$ cat src/rtl/mem_stage.sv
`default_nettype none
// ============================================================================
// Module   : mem_stage
// Brief    : Memory-access pipeline stage. Word loads/stores via a req/ack
//            bus, upstream stall while busy, registered write-back outputs.
//            Optional bus timeout with sticky error: define MEM_TIMEOUT_EN.
// Revision : 1.0
// ============================================================================
module mem_stage #(
    parameter int unsigned TIMEOUT_CYCLES = 255
) (
    input  logic        clk,
    input  logic        rst,
    input  logic        valid_i,
    input  logic [31:0] result_i,
    input  logic [31:0] MemData_i,
    input  logic        MemWrite_i,
    input  logic        MemToReg_i,
    input  logic        ALUToReg_i,
    input  logic [4:0]  WriteRegDst_i,
    output logic        stall_o,
    output logic        bus_req_o,
    output logic        bus_we_o,
    output logic [31:0] bus_addr_o,
    output logic [31:0] bus_wdata_o,
    input  logic        bus_ack_i,
    input  logic [31:0] bus_rdata_i,
    output logic        wbEn_o,
    output logic [4:0]  wbDst_o,
    output logic [31:0] wbData_o,
    output logic        err_o
);

    localparam logic [0:0] S_IDLE = 1'b0;
    localparam logic [0:0] S_BUSY = 1'b1;

    if (TIMEOUT_CYCLES < 1 || TIMEOUT_CYCLES > 65535) begin : g_chk_timeout
        $error("mem_stage: TIMEOUT_CYCLES out of range 1..65535");
    end

    logic [0:0] r_state;
    logic [0:0] w_next_state;
    logic       r_is_load;
    logic [4:0] r_dst;
    logic       r_bus_req;
    logic       r_bus_we;
    logic [31:0] r_bus_addr;
    logic [31:0] r_bus_wdata;
    logic       r_wb_en;
    logic [4:0] r_wb_dst;
    logic [31:0] r_wb_data;

    logic w_mem_op;
    logic w_timeout;

    assign w_mem_op = valid_i & (MemWrite_i | MemToReg_i);

`ifdef MEM_TIMEOUT_EN
    localparam logic [15:0] c_TIMEOUT_LAST = 16'(TIMEOUT_CYCLES - 1);

    logic [15:0] r_cnt;
    logic        r_err;

    // Fires on the BUSY cycle whose edge would bring the count to TIMEOUT_CYCLES.
    assign w_timeout = (r_state == S_BUSY) & ~bus_ack_i & (r_cnt == c_TIMEOUT_LAST);

    always_ff @(posedge clk) begin
        if (rst) begin
            r_cnt <= 16'd0;
            r_err <= 1'b0;
        end else if (r_state == S_IDLE) begin
            r_cnt <= 16'd0;
        end else if (w_timeout) begin
            r_err <= 1'b1;
        end else if (!bus_ack_i) begin
            r_cnt <= r_cnt + 16'd1;
        end
    end

    assign err_o = r_err;
`else
    assign w_timeout = 1'b0;
    assign err_o     = 1'b0;
`endif

    // State register
    always_ff @(posedge clk) begin
        if (rst) begin
            r_state <= S_IDLE;
        end else begin
            r_state <= w_next_state;
        end
    end

    // Next-state logic
    always_comb begin
        w_next_state = r_state;
        case (r_state)
            S_IDLE:  if (w_mem_op) w_next_state = S_BUSY;
            S_BUSY:  if (bus_ack_i || w_timeout) w_next_state = S_IDLE;
            default: w_next_state = S_IDLE;
        endcase
    end

    // Output logic
    always_comb begin
        stall_o = 1'b0;
        case (r_state)
            S_IDLE:  stall_o = w_mem_op;
            S_BUSY:  stall_o = ~bus_ack_i & ~w_timeout;
            default: stall_o = 1'b0;
        endcase
    end

    // Bus latches double as the held bus outputs; write-back registers
    always_ff @(posedge clk) begin
        if (rst) begin
            r_is_load   <= 1'b0;
            r_dst       <= 5'd0;
            r_bus_req   <= 1'b0;
            r_bus_we    <= 1'b0;
            r_bus_addr  <= 32'd0;
            r_bus_wdata <= 32'd0;
            r_wb_en     <= 1'b0;
            r_wb_dst    <= 5'd0;
            r_wb_data   <= 32'd0;
        end else begin
            case (r_state)
                S_IDLE: begin
                    if (w_mem_op) begin
                        r_bus_req   <= 1'b1;
                        r_bus_we    <= MemWrite_i;
                        r_bus_addr  <= result_i;
                        r_bus_wdata <= MemData_i;
                        // A store wins over a conflicting load flag.
                        r_is_load   <= MemToReg_i & ~MemWrite_i;
                        r_dst       <= WriteRegDst_i;
                        r_wb_en     <= 1'b0;
                    end else if (valid_i) begin
                        r_wb_data <= result_i;
                        r_wb_dst  <= WriteRegDst_i;
                        r_wb_en   <= ALUToReg_i & (WriteRegDst_i != 5'd0);
                    end else begin
                        r_wb_en <= 1'b0;
                    end
                end
                S_BUSY: begin
                    if (bus_ack_i) begin
                        r_bus_req <= 1'b0;
                        if (r_is_load) begin
                            r_wb_data <= bus_rdata_i;
                            r_wb_dst  <= r_dst;
                            r_wb_en   <= (r_dst != 5'd0);
                        end else begin
                            r_wb_en <= 1'b0;
                        end
                    end else if (w_timeout) begin
                        r_bus_req <= 1'b0;
                        r_wb_en   <= 1'b0;
                    end
                end
                default: begin
                    r_bus_req <= 1'b0;
                    r_wb_en   <= 1'b0;
                end
            endcase
        end
    end

    assign bus_req_o   = r_bus_req;
    assign bus_we_o    = r_bus_we;
    assign bus_addr_o  = r_bus_addr;
    assign bus_wdata_o = r_bus_wdata;
    assign wbEn_o      = r_wb_en;
    assign wbDst_o     = r_wb_dst;
    assign wbData_o    = r_wb_data;

endmodule
`default_nettype wire
$ cat config.mk
export PLATFORM = sky130hd
export DESIGN_NAME = mem_stage
export DESIGN_NICKNAME = d
export VERILOG_FILES = /design/src/rtl/mem_stage.sv
export SDC_FILE = /design/constraint.sdc
export NUM_CORES = 1
export LEC_CHECK = 0
export CAP_MARGIN = 20
export CORE_ASPECT_RATIO = 1.1
export CORE_MARGIN = 10
export CORE_UTILIZATION = 45
export CTS_CLUSTER_DIAMETER = 120
export DETAILED_ROUTE_END_ITERATION = 10
export GPL_ROUTABILITY_DRIVEN = 0
export HOLD_SLACK_MARGIN = 0.1
export PLACE_DENSITY = 0.95
export SETUP_SLACK_MARGIN = 0.1
export SYNTH_ARGS = -nofsm -noshare
export SYNTH_HDL_FRONTEND = slang
export SYNTH_SLANG_ARGS = --single-unit
$ cat constraint.sdc
create_clock -name clk -period 3.82 [get_ports clk]
set_clock_uncertainty 0.1 [all_clocks]
set_input_delay 0.955 -clock clk [delete_from_list [all_inputs] [get_ports clk]]
set_output_delay 0.955 -clock clk [all_outputs]
set_load 0.02 [all_outputs]
# Word-level counts from Yosys, hierarchy flattened
# Index checks and enable logic that the tools add are counted.
# classes
n_mux	22
reduce_logical	5
eq_ne	5
bitwise	7
# op_table
cell	count
two-way mux 32 bit	4
one-hot mux 32 bit (2 select lines)	1
two-way mux 5 bit	4
one-hot mux 5 bit (2 select lines)	1
nonzero test 5 bit	2
two-way mux 1 bit	8
inequality test 2 bit, second input constant	4
one-hot mux 1 bit (2 select lines)	4
AND reduction 2 bit	2
AND reduction 4 bit	1
AND 1 bit	3
NOT 1 bit	3
inequality test 2 x 1 -> 1 bit, second input constant	1
bitwise OR 1 bit	1
# totals
register_bits	111
in_bits	108
wordCells	49

# Logic depth before layout (Yosys ltp)
# logic_depth
word_depth	5
depth_mapped	6
ltp_nobuf	3

# Worst setup path before layout
# No wires, ideal clock.
# synth_path
kind	in2out
from	in MemWrite_i
to	out stall_o
stages	5
arrival_time_ns	1.689
slack_ns	1.076
cell_sequence	or2_1 -> buf_2 -> buf_2 -> nand2_1 -> nand2_1
# synth_via
elab_chain_cells	3
# synth_lines
item	line	source
start: declaration	17	input logic MemWrite_i,
bitwise OR 1 bit	56	assign w_mem_op = valid_i & (MemWrite_i | MemToReg_i);
AND 1 bit	56	
one-hot mux 1 bit (2 select lines)	108	case (r_state)
end: declaration	21	output logic stall_o,
# No other way between the ends.

# Worst setup path after layout
# layout_path
from	in valid_i
to	out stall_o
# layout_via
elab_chain_cells	2
# layout_lines
item	line	source
start: declaration	14	input logic valid_i,
AND 1 bit	56	
one-hot mux 1 bit (2 select lines)	108	
# No other way between the ends.

==> results <==
- Summed over all instances, the cell type with the most area after synthesis is sky130_fd_sc_hd__dfxtp_1.
- The most common cell in the netlist is sky130_fd_sc_hd__dfxtp_1.
- STA classifies the critical path startpoint as an input pin.
- The register area share after synthesis is 0.469.
- The commonest cells after synthesis are sky130_fd_sc_hd__dfxtp_1 (111), sky130_fd_sc_hd__a21oi_1 (73), sky130_fd_sc_hd__nand3_1 (69).
- In the detailed route, the total length drawn on met3 is 1.19 mm.
- The adder and majority gate portion of the synthesized area is 0.
- The slowest stage of the critical path is the sky130_fd_sc_hd__clkdlybuf4s50_1 cell.
- In this run the power density over the cells is 402 mW/mm^2.
- The kind of critical path is input pin to output port.
- The clock tree synthesis step divided the H-tree into 3 levels.
- Max-cap violations in this run came to 0.
- Registers take 0.00222 sq mm.
- The fraction of final layout cells with drive strength greater than 1 is 0.0931.
- The number of buffers created by CTS is 9.
- In this run the standard cell core region covers 0.0103 sq mm.
- The final max-slew violation count is 0.
- The die covers 0.0150 sq mm.
- The count of unique library cells instantiated by Yosys is 28.
- The total met2 wirelength after detailed routing is 8.81 mm.
- The endpoint kind of the worst setup timing path is an output port.
- The accumulated negative setup slack is 0 ns.
- TritonCTS built the clock tree.
- The floorplan row count is 39.
- The share of Yosys cell area claimed by the top area cell type is 0.469.
- A synthesized cell averages 9.14 sq um.
- For the worst setup path, the data required time is 2.76 ns.
- The initial detailed-routing violation count is 483.
- Counting the fill cells in the layout gives 818.
- The synthesized design contains 111 register bits.
- The post-synthesis xor/xnor area fraction is 0.
- The total congestion overflow after global routing is 0.
- The total routing usage reported by global routing is 0.210.
- The maximum achievable frequency is 282 MHz.
- Setup violations remaining at the end of the flow were counted as 0.
- Once the clock tree was built, the resizer swapped 0 gates to a different size.
- The global-route wire length before repair is 26.1 mm.
- The multi-input combinational cell area is 0.00221 sq mm.
- For the worst-skew pair, the clock arrives at the later sink with an insertion delay of 0.34 ns.
- The CTS clock-pin slew for the worst setup and hold paths is 0.07 ns.
- After synthesis the cells add up to 0.00474 sq mm.
- The yosys synthesis warning count is 0.
- The number of vias in the routed layout is 4798.
- The number of enable flip-flop cells after synthesis is 0.
- Post-CTS timing repair inserted 0 buffers for setup.
- The aggregate routed wire length is 17.0 mm.
- The final count of hold timing violations is 0.
- The die span in x is 118 um.
- The worst path meets setup with 0.279 ns of slack.
- The worst pin sits at a relative slew slack of 0.466.
- In this run the cell area measured after placement is 0.00685 sq mm.
- On the worst path, the slowest cell contributes a delay of 0.62 ns.
- After detailed routing, the average wire length per cell comes to 20.2 um.
- The number of global-route vias before repair is 4827.
- The path class of the lowest-slack min-delay path is register to register.
- Setup repair after global routing left no endpoint under its margin.
- The height of the chip is 128 um.
- For this run, asynchronously set or reset flops after synthesis account for 0.
- The area growth from synthesis to layout is 51.6%.
- The synthesized net count is 626.
- For this run, the post-layout net count is 801.
- Clock tree synthesis selected as its root buffer the cell sky130_fd_sc_hd__clkbuf_16.
- The starting utilization of the core area is 0.458.
- The worst register-to-register path has a setup slack of 1.37 ns.
- The dominant synthesized flop cell is sky130_fd_sc_hd__dfxtp_1.
- The total half-perimeter wirelength after legalization and detailed placement is 12.1 mm.
- In the routed design, unresolved DRC markers number 0.
- The remaining antenna violation count after routing is 0.
- The buffer depth of the longest clock path is 2.
- The post-synthesis compound-gate area fraction came to 0.246.
- The maximum resistive drop on vdd is 232 uV.
- The number of buffers inserted for hold repair after clock tree synthesis is 0.
- The cell family contributing the most delay on the critical path is buffers and inverters.
- After synthesis, the share of cell area in mux cells is 0.0782.
- Subtracting the final worst setup slack from the clock period gives 3.54 ns.
- After synthesis, the largest family of logic cells by area is compound AO/OA/AOI/OAI gates.
- The post-synthesis share of cell area spent on and, or, nand and nor gates is 0.138.
- For the worst setup path, the data arrival time is 2.49 ns.
- For this design, the sink count on the clock tree is 111.
- In the post-synthesis netlist, the biggest area contributors are sky130_fd_sc_hd__dfxtp_1 (47%), sky130_fd_sc_hd__a211oi_2 (7.9%), sky130_fd_sc_hd__mux2i_1 (7.8%), sky130_fd_sc_hd__a21oi_1 (7.7%), sky130_fd_sc_hd__nand3_1 (7.3%).
- The pre-antenna-repair detailed-routing pass consisted of 5 iterations.
- 0 antenna diodes ended up in the layout.
- The number of placed I/O pins is 214.
- Along the worst path, the maximum fanout reaches 3.
- For the pin with the worst max-slew slack, the measured transition is 0.802 ns.
- Measured on the finished design, the core utilization comes to 0.694.
- Summed over all cells, the static leakage comes to 0.00244 uW.
- The minimum setup slack after placement is 0.293 ns.
- The number of instances in the synthesized netlist is 518.
- The flow ran to the end, and the final reports show no timing, DRC or antenna violations.
- The via-per-instance ratio is 5.71.
- The number of buffers and inverters on the critical path is 2.
- The number of antenna violations at the first check in global routing is 0.
- The signal on the critical path passes through clkdlybuf4s50_1 -> nor2b_4 -> nand2_1 -> nand2_1 -> clkdlybuf4s50_1.
- Input and output buffers added on the ports amount to 212.
- The fraction of the cycle the final worst path needs is 0.927.
- Entering global routing, the biggest net connects 72 pins.
- Signal routing reaches up to met4.
- Summing all non-filler instances in the final layout gives an area of 0.00718 sq mm.
- After detailed routing, the wire length on met1 is 6.63 mm.
[where the power goes]
group | switching (uW) | internal, uW | total [uW]
Combinational | 319 | 304 | 623
Clock | 415 | 574 | 990
Sequential | 44.3 | 1230 | 1270
Total | 778 | 2100 | 2880
[placed cells by master (no fill, tap or decap), types with 2 or more instances in the layout]
| master | n |
|---|---|
| sky130_fd_sc_hd__buf_4 | 10 |
| sky130_fd_sc_hd__clkdlybuf4s50_1 | 211 |
| sky130_fd_sc_hd__a21oi_1 | 73 |
| sky130_fd_sc_hd__inv_1 | 2 |
| sky130_fd_sc_hd__mux2i_1 | 37 |
| sky130_fd_sc_hd__clkbuf_16 | 9 |
| sky130_fd_sc_hd__o21ai_0 | 65 |
| sky130_fd_sc_hd__nor3_1 | 37 |
| sky130_fd_sc_hd__or4_1 | 2 |
| sky130_fd_sc_hd__bufinv_16 | 2 |
| sky130_fd_sc_hd__buf_12 | 3 |
| sky130_fd_sc_hd__clkinv_2 | 3 |
| sky130_fd_sc_hd__or2_2 | 2 |
| sky130_fd_sc_hd__a211oi_2 | 30 |
| sky130_fd_sc_hd__a211oi_1 | 7 |
| sky130_fd_sc_hd__o21ai_1 | 6 |
| sky130_fd_sc_hd__dfxtp_1 | 110 |
| sky130_fd_sc_hd__nand2_1 | 5 |
| sky130_fd_sc_hd__nand3_1 | 69 |
[area by class of cell]
class                           instances  area share
Timing Repair Buffer                  224       0.313
Sequential cell                       111       0.310
Multi-Input combinational cell        345       0.308
Clock buffer                           10      0.0319
Tap cell                              143      0.0249
Clock inverter                          6      0.0117
Inverter                                2     0.00105
[logic make-up after synthesis]
kind of cell           Yosys count
AO/OA/AOI/OAI                  183
buffers and inverters           62
flip-flops                     111
multiplexers                    37
other                            1
AND/OR/NAND/NOR                124
[final timing paths]
check,startpoint,to,depth (start not counted)
max,valid_i,stall_o,5
min reg2reg,bus_wdata_o[11]$_SDFFE_PP0P_,bus_wdata_o[11]$_SDFFE_PP0P_,2
max reg2reg,r_state$_SDFF_PP0_,wbData_o[16]$_SDFFE_PP0P_,5
min,bus_wdata_o[11]$_SDFFE_PP0P_,bus_wdata_o[11]$_SDFFE_PP0P_,2
[registers in the layout (all words and copies together) (netlist names)]
register     flops
wbData_o        32
bus_wdata_o     32
r_state          1
r_dst            5
wbDst_o          5
bus_req_o        1
bus_we_o         1
wbEn_o           1
r_is_load        1
bus_addr_o      32
[routing by layer]
| layer | up-vias | global-route usage |
|---|---|---|
| met3 | 26 | 0.0577 |
| met1 | 2322 | 0.229 |
| met5 | - | 0 |
| met4 | 0 | 0.0677 |
| li1 | 2241 | - |
| met2 | 209 | 0.387 |
[through the flow]
| step | hold WS (ns) | total power, uW | instances |
|---|---|---|---|
| detailed placement | 0.367 | 1910 | 824 |
| CTS | 0.378 | 2890 | 840 |
| floorplan | 0.361 | 1600 | 518 |
| finish | 0.380 | 2880 | 841 |
| global placement | 0.360 | 1890 | 824 |
| global route | 0.398 | 2990 | 841 |
[worst min-delay path: stages, from the launching register on]
cell                      delay, ns
sky130_fd_sc_hd__dfxtp_1       0.31
sky130_fd_sc_hd__o21ai_0       0.06
sky130_fd_sc_hd__a21oi_1       0.06
No activity file was read; power rests on OpenSTA's default activity.
